File: config.mk
export PLATFORM = sky130hd
export DESIGN_NAME = argmax_result_unit
export DESIGN_NICKNAME = d
export VERILOG_FILES = /design/src/rtl/argmax_result_unit.sv
export SDC_FILE = /design/constraint.sdc
export NUM_CORES = 1
export LEC_CHECK = 0
export CAP_MARGIN = 40
export CELL_PAD_IN_SITES_DETAIL_PLACEMENT = 1
export CELL_PAD_IN_SITES_GLOBAL_PLACEMENT = 2
export CORE_UTILIZATION = 32
export DETAILED_ROUTE_END_ITERATION = 8
export HOLD_SLACK_MARGIN = 0.15
export PLACE_DENSITY_LB_ADDON = 0.1
export SYNTH_ARGS = -nofsm -noshare
export SYNTH_HDL_FRONTEND = slang
export SYNTH_SLANG_ARGS = --single-unit
File: constraint.sdc
create_clock -name clk -period 5.8 [get_ports clk]
set_clock_uncertainty 0.2 [all_clocks]
set_input_delay 1.16 -clock clk [delete_from_list [all_inputs] [get_ports clk]]
set_output_delay 1.16 -clock clk [all_outputs]
set_load 0.01 [all_outputs]
File: src/rtl/argmax_result_unit.sv
// argmax_result_unit: streaming argmax over one frame of signed class scores with a valid/ready result port
module argmax_result_unit #(
  parameter int DATA_W      = 8,
  parameter int NUM_CLASSES = 10,
  parameter int IDX_W       = $clog2(NUM_CLASSES),
  parameter int CLAMP_NEG   = 1,
  parameter int TIE_LOWEST  = 1
) (
  input  logic                   clk,
  input  logic                   rst_n,
  input  logic                   in_valid,
  output logic                   in_ready,
  input  logic [DATA_W-1:0]      in_data,
  input  logic                   in_last,
  output logic                   res_valid,
  input  logic                   res_ready,
  output logic [IDX_W-1:0]       res_index,
  output logic [DATA_W-1:0]      res_score,
  output logic [NUM_CLASSES-1:0] res_onehot,
  output logic                   frame_err,
  output logic [NUM_CLASSES-1:0] led
);
  typedef enum logic [1:0] {IDLE, ACCUM, RESULT, DRAIN} state_t;
  localparam logic [IDX_W-1:0] CNT_MAX = IDX_W'(NUM_CLASSES - 1);
  state_t state_q, state_d;
  logic [IDX_W-1:0] cnt_q, cnt_d, best_idx_q, best_idx_d, res_index_q, res_index_d;
  logic signed [DATA_W-1:0] best_q, best_d, res_score_q, res_score_d, s;
  logic [NUM_CLASSES-1:0] res_onehot_q, res_onehot_d, led_q, led_d, onehot;
  logic res_valid_q, res_valid_d, frame_err_q, frame_err_d, drain_pend_q, drain_pend_d;
  logic accept, better, done;
  assign in_ready   = rst_n && state_q != RESULT;
  assign accept     = in_valid && in_ready;
  assign s          = (CLAMP_NEG != 0 && in_data[DATA_W-1]) ? '0 : in_data;
  assign better     = (TIE_LOWEST != 0) ? s > best_q : s >= best_q;
  assign res_valid  = res_valid_q;
  assign res_index  = res_index_q;
  assign res_score  = res_score_q;
  assign res_onehot = res_onehot_q;
  assign frame_err  = frame_err_q;
  assign led        = led_q;
  // frame tracking, running argmax and result capture; a frame ends on in_last or on the NUM_CLASSES-th beat
  always_comb begin
    state_d      = state_q;
    cnt_d        = cnt_q;
    best_d       = best_q;
    best_idx_d   = best_idx_q;
    res_valid_d  = res_valid_q;
    res_index_d  = res_index_q;
    res_score_d  = res_score_q;
    res_onehot_d = res_onehot_q;
    frame_err_d  = frame_err_q;
    drain_pend_d = drain_pend_q;
    led_d        = led_q;
    done         = 1'b0;
    case (state_q)
      IDLE: if (accept) begin
        best_d     = s;
        best_idx_d = '0;
        cnt_d      = IDX_W'(1);
        state_d    = ACCUM;
        if (in_last) begin
          done        = 1'b1;
          frame_err_d = 1'b1;
          cnt_d       = '0;
        end
      end
      ACCUM: if (accept) begin
        if (better) begin
          best_d     = s;
          best_idx_d = cnt_q;
        end
        cnt_d = cnt_q + 1'b1;
        if (in_last || cnt_q == CNT_MAX) begin
          done         = 1'b1;
          cnt_d        = '0;
          frame_err_d  = cnt_q != CNT_MAX || !in_last;
          drain_pend_d = cnt_q == CNT_MAX && !in_last;
        end
      end
      RESULT: if (res_ready) begin
        res_valid_d = 1'b0;
        state_d     = drain_pend_q ? DRAIN : IDLE;
      end
      DRAIN: if (accept && in_last) begin
        state_d      = IDLE;
        drain_pend_d = 1'b0;
      end
      default: state_d = IDLE;
    endcase
    onehot = {{(NUM_CLASSES-1){1'b0}}, 1'b1} << best_idx_d;
    if (done) begin
      state_d      = RESULT;
      res_valid_d  = 1'b1;
      res_index_d  = best_idx_d;
      res_score_d  = best_d;
      res_onehot_d = onehot;
      led_d        = onehot;
    end
  end
  // state registers with synchronous active-low reset that discards any frame or pending result
  always_ff @(posedge clk) begin
    if (!rst_n) begin
      state_q      <= IDLE;
      cnt_q        <= '0;
      best_q       <= '0;
      best_idx_q   <= '0;
      res_valid_q  <= 1'b0;
      res_index_q  <= '0;
      res_score_q  <= '0;
      res_onehot_q <= '0;
      frame_err_q  <= 1'b0;
      drain_pend_q <= 1'b0;
      led_q        <= '0;
    end else begin
      state_q      <= state_d;
      cnt_q        <= cnt_d;
      best_q       <= best_d;
      best_idx_q   <= best_idx_d;
      res_valid_q  <= res_valid_d;
      res_index_q  <= res_index_d;
      res_score_q  <= res_score_d;
      res_onehot_q <= res_onehot_d;
      frame_err_q  <= frame_err_d;
      drain_pend_q <= drain_pend_d;
      led_q        <= led_d;
    end
  end
endmodule

==> impl_metrics.toml <==
[outcome]
status = "complete, no violations"

[global_route]
grt_max_degree = 23
overflow = 0
track_usage_pct = 16.45
grt_pass1_wl_um = 9425
grt_pass1_vias = 1879
antenna_found_initial = 0

[placed_design]
hpwl_um = 3882
port_buffers = 47
pre_cts_ws_ns = 1.405
place_congestion = 0.7147
dpl_cell_area_mm2 = 0.002659

[timing]
slew_headroom_pct = 44.07
hold_viol = 0
period_share_pct = 75.23
layout_min_cycle_time_ns = 4.363
finalSetupTns_ns = 0
slew_viol_final = 0
max_freq_mhz = 229.2
finalSetupViolCount = 0
grt_setup_unrepaired = "false"
worst_pin_slew_ns = 0.8364
setup_ws_ns = 1.437

[worst_setup_path]
crit_chain = "clkdlybuf4s50_1 -> inv_1 -> a21oi_1 -> clkdlybuf4s50_1"
cp_slowest_stage_delay_ns = 1.02
crit_type = "input port to output pin"
crit_family = "buffers and inverters"
r2r_slack_ns = 2.98
arrival_ns = 3.00
cp_slowest_cell = "clkdlybuf4s50_1"
cp_max_fo = 22
crit_buf_inv = 3
startpoint_type = "input port"
cp_common_cell = "clkdlybuf4s50_1"
cp_data_required_time_ns = 4.44
end_kind = "output pin"

[detailed_routing]
drc = 0
routed_via_density = 5.039
drt-total-wl_um = 5368
drt-initial-drc-count = 49
drt_pass1_iterations = 6
wl_per_cell_um = 14.83
num_vias = 1824
antenna_left = 0

[die]
std_cell_rows = 29
die-area_mm2 = 0.007213
initial_core_util_pct = 33.89
die_x_um = 84.93
core-area_mm2 = 0.006495
io_pins = 48
die-height_um = 84.93

[clock_network]
post_cts.repair.setup_buffers = 0
cts_sinks = 43
cts.htree.levels = 2
cts_inserted_buffers = 5
clock_latency_ns = 0.29
path_clk_slew_ns = 0.08
cts_tree = "yes"
cts_root_buf = "clkbuf_8"
post_cts_resized = 0
cts_hold_buf = 0
clk_path_buf_depth = 2

[finish]
num_antenna_cells = 0
drive_above_1_share_pct = 8.421
fin_nets = 308
fin_area_mm2 = 0.002731
area_growth_syn_to_layout_pct = 24.10
finish.utilization_pct = 42.05

[yosys]
ys_ff_latch = 43
ys.warnings.count = 0
avgSynthCellArea_um2 = 8.734
synthTopCellsByCount = "43 x dfxtp_1, 27 x nor2_1, 24 x nand2_1, 18 x a21oi_1, 18 x o21ai_0"
yosysTopAreaCell = "dfxtp_1"
synth_top_area_share_pct = 39.11
synth_cell_types = 44
synth_nets = 274
synth_edf_count = 0
yosysSeqAreaShare_pct = 39.11
yosysMostFrequentCell = "dfxtp_1"
async_flop_share_pct = 0
synthTopCellsByArea = "dfxtp_1 39%, mux2i_1 5.9%, ha_1 5.1%, nor2_1 4.6%, a21oi_1 4.1%"
postSynthCellCount = 252
syn-cell-area_mm2 = 0.002201
synth_flop_cell = "dfxtp_1"

[power]
power_density_mw_per_mm2 = 212.8
fin_total_pwr_mw = 0.5812
power.leakage_nw = 0.9569
ir_worst_vdd_mv = 0.08795

[flow_run]
max_cap_violations = 0

[worst_hold_path]
hold_class = "flop to flop"
[metrics by stage]
stage,hold WS (ns),cells
after floorplan,0.2513,252
after global placement,0.2508,356
after detailed placement,0.2625,356
after CTS,0.2748,362
after global routing,0.2942,362
final,0.2693,362
[cell families (layout without fill, tap and decap cells)]
| group | count (synthesis) | count (layout) | share of synthesized area [%] |
|---|---|---|---|
| and+or+nand+nor | 89 | 89 | 21.38 |
| xor gates and xnor gates | 2 | 2 | 0.7961 |
| muxes | 19 | 19 | 8.982 |
| DFF | 43 | 43 | 39.11 |
| AOI/OAI and AO/OA | 56 | 56 | 16.77 |
| adders and majority gates | 9 | 9 | 5.117 |
| buffers and inverters | 34 | 67 | 7.845 |
[layout make-up]
class,instances,area (um^2)
Fill cell,757,3764
Timing Repair Buffer,50,493.0
Inverter,11,41.29
Multi-Input combinational cell,175,1167
Clock buffer,6,72.57
Tap cell,77,96.34
Sequential cell,43,860.8
[layout by cell type, fill, tap and decap left out, drive strengths merged, types with 6 or more instances in the layout]
| cell type | Yosys | routed |
|---|---|---|
| clkdlybuf4s50 | 0 | 47 |
| dfxtp | 43 | 43 |
| nor2 | 27 | 27 |
| nand2 | 24 | 24 |
| o21ai | 23 | 23 |
| a21oi | 18 | 18 |
| mux2i | 13 | 13 |
| inv | 11 | 11 |
| ha | 9 | 9 |
| nor2b | 6 | 6 |
| mux2 | 6 | 6 |
| nand3 | 6 | 6 |
| clkbuf | 12 | 6 |
[per-layer routing]
layer / vias up / GRT usage [%] / part of all wire [%]
li1: 930 / - / -
met3: 8 / 2.918 / 3.1
met5: - / 0 / 0
met2: 33 / 26.90 / 45
met1: 853 / 22.14 / 50
met4: 0 / 5.085 / 1.2
[path summary, 6_finish.rpt]
check,cells past startpoint,end,start
max reg2reg,9,led[4],best_q[6]
max,4,in_ready,rst_n
min reg2reg,2,res_valid,res_valid
min,2,res_valid,res_valid
[report_power, final]
| part | leakage (nW) | total, mW | internal, mW | switching, mW |
|---|---|---|---|---|
| Sequential | 0.349 | 0.313 | 0.304 | 0.00918 |
| Clock | 0.0371 | 0.177 | 0.0804 | 0.0969 |
| Combinational | 0.571 | 0.0906 | 0.0416 | 0.0490 |
[state kept, by name (all words and copies together) (netlist names)]
signal	count
res_valid	1
best_q	8
cnt_q	4
best_idx_q	4
frame_err	1
drain_pend_q	1
led	10
res_index	4
res_score	8
state_q	2
[worst reg2reg max path, cell delays in order, from the launching register on]
cell and delay, ns:
dfxtp_1 0.33, inv_1 0.05, ha_1 0.34, nand4b_4 0.14
a211oi_2 0.19, a211oi_2 0.11, nor4_4 0.53, buf_4 0.29
mux2i_1 0.38, o21ai_1 0.12
(Power assumes the default switching activity.)
